[src/rtl/scan_sequencer.sv]
// scan_sequencer: select generator for a 3-to-8 line decoder.
// Steps sel through 0..LAST and holds each channel for (latched dwell + 1) cycles.
// Runs continuously (wrap-around) or as one sweep that ends with a done pulse.
// All outputs come straight from flops.
module scan_sequencer #(
  parameter int DWELL_W = 4,
  parameter int LAST    = 7
) (
  input  logic               clk,
  input  logic               rst,
  input  logic               start,
  input  logic               stop,
  input  logic               oneshot,
  input  logic [DWELL_W-1:0] dwell,
  output logic [2:0]         sel,
  output logic               active,
  output logic               step,
  output logic               done
);

  typedef enum logic [1:0] {
    S_IDLE = 2'd0,
    S_RUN  = 2'd1,
    S_DONE = 2'd2
  } state_t;

  localparam logic [2:0]         LAST_SEL = 3'(LAST);
  localparam logic [DWELL_W-1:0] CNT_ZERO = '0;
  localparam logic [DWELL_W-1:0] CNT_ONE  = DWELL_W'(1);

  state_t             state_q,  state_d;
  logic [DWELL_W-1:0] cnt_q,    cnt_d;
  logic [DWELL_W-1:0] dl_q,     dl_d;
  logic               mode_q,   mode_d;
  logic [2:0]         sel_q,    sel_d;
  logic               active_q, active_d;
  logic               step_q,   step_d;
  logic               done_q,   done_d;

  // Next-state and next-output logic; step and done default low so they pulse.
  always_comb begin
    state_d  = state_q;
    cnt_d    = cnt_q;
    dl_d     = dl_q;
    mode_d   = mode_q;
    sel_d    = sel_q;
    active_d = active_q;
    step_d   = 1'b0;
    done_d   = 1'b0;

    case (state_q)
      S_IDLE: begin
        sel_d    = 3'd0;
        active_d = 1'b0;
        // A coincident stop cancels the start request.
        if (start && !stop) begin
          state_d  = S_RUN;
          cnt_d    = CNT_ZERO;
          active_d = 1'b1;
          mode_d   = oneshot;
          dl_d     = dwell;
        end else begin
          state_d = S_IDLE;
        end
      end

      S_RUN: begin
        if (stop) begin
          // Abort takes priority over any advance due on this edge.
          state_d  = S_IDLE;
          cnt_d    = CNT_ZERO;
          sel_d    = 3'd0;
          active_d = 1'b0;
        end else if (cnt_q != dl_q) begin
          cnt_d = cnt_q + CNT_ONE;
        end else begin
          cnt_d = CNT_ZERO;
          if (sel_q < LAST_SEL) begin
            sel_d  = sel_q + 3'd1;
            step_d = 1'b1;
          end else if (!mode_q) begin
            // Continuous mode wraps back to channel 0.
            sel_d  = 3'd0;
            step_d = 1'b1;
          end else begin
            // Single sweep finished: no step, one done pulse.
            state_d  = S_DONE;
            sel_d    = 3'd0;
            active_d = 1'b0;
            done_d   = 1'b1;
          end
        end
      end

      S_DONE: begin
        state_d  = S_IDLE;
        sel_d    = 3'd0;
        active_d = 1'b0;
      end

      default: begin
        state_d  = S_IDLE;
        cnt_d    = CNT_ZERO;
        sel_d    = 3'd0;
        active_d = 1'b0;
      end
    endcase
  end

  // State and output registers with synchronous reset.
  always_ff @(posedge clk) begin
    if (rst) begin
      state_q  <= S_IDLE;
      cnt_q    <= CNT_ZERO;
      dl_q     <= CNT_ZERO;
      mode_q   <= 1'b0;
      sel_q    <= 3'd0;
      active_q <= 1'b0;
      step_q   <= 1'b0;
      done_q   <= 1'b0;
    end else begin
      state_q  <= state_d;
      cnt_q    <= cnt_d;
      dl_q     <= dl_d;
      mode_q   <= mode_d;
      sel_q    <= sel_d;
      active_q <= active_d;
      step_q   <= step_d;
      done_q   <= done_d;
    end
  end

  assign sel    = sel_q;
  assign active = active_q;
  assign step   = step_q;
  assign done   = done_q;

endmodule

[config.mk]
export PLATFORM = sky130hd
export DESIGN_NAME = scan_sequencer
export DESIGN_NICKNAME = d
export VERILOG_FILES = /design/src/rtl/scan_sequencer.sv
export SDC_FILE = /design/constraint.sdc
export NUM_CORES = 1
export LEC_CHECK = 0
export ABC_AREA = 1
export CORE_UTILIZATION = 49
export CTS_CLUSTER_DIAMETER = 50
export DETAILED_ROUTE_END_ITERATION = 8
export PLACE_DENSITY_LB_ADDON = 0.05
export SLEW_MARGIN = 10
export SYNTH_ARGS = -nofsm -noshare
export SYNTH_HDL_FRONTEND = slang
export SYNTH_SLANG_ARGS = --single-unit
[constraint.sdc]
create_clock -name clk -period 1.46 [get_ports clk]
set_clock_uncertainty 0.15 [all_clocks]
set_input_delay 0.219 -clock clk [delete_from_list [all_inputs] [get_ports clk]]
set_output_delay 0.219 -clock clk [all_outputs]
set_load 0.005 [all_outputs]
==> results.toml <==
[floorplan]
start_util_pct = 51.9
boundaryPins = 15
die-area_um2 = 1760
core_area_um2 = 1510
rows = 14
die_h_um = 42.0
die_w_um = 42.0

[timing]
hold_viol = 0
rsz0062_at_grt = "no"
maxSlewViolCount = 0
max_slew_margin_pct = 86.3
tightest_slew_ps = 206
clock.fmax_mhz = 739
timing.hold.ws_ps = 322
fin_crit_sh_pct = 92.7
setup_viol = 0
period_needed_ps = 1350

[worst_setup_path]
timing.rr.end = "cnt_q[1]"
crit_path_end = "cnt_q[1]"
r2r.worst_path.cells = 9
required_ps = 1490
r2r_slack_ps = 110
cp_max_fo = 7
crit_path_end_kind = "flip-flop"
path_class = "flip-flop to flip-flop"
timing.rr.start = "cnt_q[0]"
critPathLaunchType = "flip-flop"
crit_start = "cnt_q[0]"
arrival_ps = 1380

[routing]
ant_nets = 0
dr.pass1.iters = 5
viasPerCell = 4.93
drc = 0
finalWirelength_um = 1530
avgRoutedWirePerCell_um = 10.5
vias = 715
drtIter0Drc = 17

[pwr]
power.leakage_nw = 0.457
power_density_nw_per_um2 = 867
vdd_drop_max_uv = 573

[clock_tree]
htreeDepth = 1
clock_tree.buffer_depth = 2
cts.reportedPaths.clkPinSlew_ps = 90
cts_tree = "yes"
clk_latency_ps = 280
cts.sinks = 17
cts_root_buf = "clkbuf_4"
cts-buffers-inserted = 3

[finish]
fin_area_um2 = 1010
nFillCells = 150
diodes = 0
final_nets = 141
drive_gt1_share_pct = 19.4
area_growth_pct = 28.6
utilization_pct = 66.8

[synthesis]
synth-seq-cells = 17
ys_warn_count = 0
syn_nets = 117
ys_seq_area_share_pct = 43.5
synth_area_um2 = 782
synthCells = 106
synthDistinctLibCells = 21
syn_avg_cell_area_um2 = 7.38

[worst_hold_path]
hold_class = "flip-flop to flip-flop"
holdCritStartpoint = "dl_q[3]"

[grt]
grt_max_degree = 13
antenna_found_initial = 0
grt_pass1_vias = 657
grt_usage_pct = 19.2
grt_pass1_wl_um = 2590
overflow = 0

[place]
dpl_cell_area_um2 = 960
portBuffers = 14
dp_hpwl_um = 1150
place.gp.congestion = 0.785

[run_status]
status = "finished clean"

[run]
maxCapViolations = 0
-- routing by layer --
layer	wire, um	track usage [%]
met1	677	22.7
met2	786	33.4
met4	13	7.74
met5	0	0
met3	51	3.91
-- through the flow --
step | std cells | setup TNS, ps | worst slack, ps | total power [mW]
2_1_floorplan | 106 | 0 | 257 | 0.592
3_3_place_gp | 138 | -575 | -94.3 | 0.640
3_5_place_dp | 138 | -668 | -105 | 0.643
4_1_cts | 145 | 0 | 99.6 | 0.887
5_1_grt | 145 | 0 | 13.3 | 0.927
6_report | 145 | 0 | 107 | 0.872
-- final cells by class --
cell class | count | area (um2) | area share [%]
inverters | 18 | 68.8 | 6.84
well taps | 16 | 20.0 | 1.99
flip-flops and latches | 17 | 345 | 34.3
repair buffers | 20 | 178 | 17.7
multi-input cells | 70 | 368 | 36.6
clock buffers | 4 | 26.3 | 2.61
-- flip-flops by register name (all words and copies together), names as in the netlist --
name	cells
active	1
done	1
cnt_q	4
sel	3
step	1
mode_q	1
state_q	2
dl_q	4
-- kinds of logic (layout without fill, tap and decap cells) --
group                    Yosys count  after routing  share of synthesized area [%]
AND/OR/NAND/NOR                   47             47                           28.6
AO/OA/AOI/OAI                     18             18                           11.8
adder cells (fa/ha/maj)            2              2                           3.20
buffers and inverters             19             42                           9.44
flip-flops                        17             17                           43.5
XOR/XNOR                           3              3                           3.36
-- layout by cell type (no fill, tap or decap), types with 3 or more instances in the layout --
master	n
inv_1	13
nand3_1	5
clkbuf_4	3
o21ai_0	3
dfxtp_2	4
a21oi_1	9
dlygate4sd2_1	6
xor2_1	3
nand2_2	4
dfxtp_1	13
nand2_1	21
clkdlybuf4s50_1	8
o21ai_1	5
inv_2	3
nor3_1	3
buf_4	6
nor2_1	9
-- power breakdown --
part	leakage [nW]	switching (mW)	internal, mW	total, mW
logic	0.302	0.0815	0.0609	0.142
clock network	0.0150	0.135	0.106	0.241
registers	0.140	0.00892	0.480	0.489
-- cell usage after synthesis --
master,count,area (um2)
nand2_1,21,78.8
dfxtp_1,17,340
inv_1,13,48.8
a21oi_1,9,45.0
nor2_1,9,33.8
nand3_1,5,25.0
o21ai_1,5,25.0
nand2_2,4,25.0
inv_2,3,11.3
nor3_1,3,15.0
o21ai_0,3,15.0
xor2_1,3,26.3
ha_1,2,25.0
nor2_4,2,22.5
a21boi_1,1,7.51
buf_2,1,5.00
clkinv_1,1,3.75
clkinv_2,1,5.00
nand2_4,1,11.3
nand4_1,1,6.26
nor2_2,1,6.26
-- timing repair --
action / 4_1_cts / 5_1_grt
endpoints found under the setup margin: 6 / 0
gates resized for setup: 10 / 0
setup buffers: 3 / 0
hold buffers: 0 / 0
-- worst max-delay path: stages, from the launching register on --
cell and delay (ps):
dfxtp_1 410, inv_2 70, nand2_2 60, nand2_2 60, nor2_4 140, nand2_4 100, nand2_1 70, nand2_1 40
nand2_1 100, nor2_1 50
-- worst min-delay path by stage --
stage | to | slack (ps) | depth (start not counted)
final | dl_q[3] | 320 | 2
after global routing | state_q[1] | 360 | 2
after CTS | dl_q[2] | 330 | 2
after detailed placement | dl_q[3] | 310 | 2
after global placement | dl_q[3] | 310 | 2
after floorplan | active | 140 | 1
(Power assumes the default switching activity.)
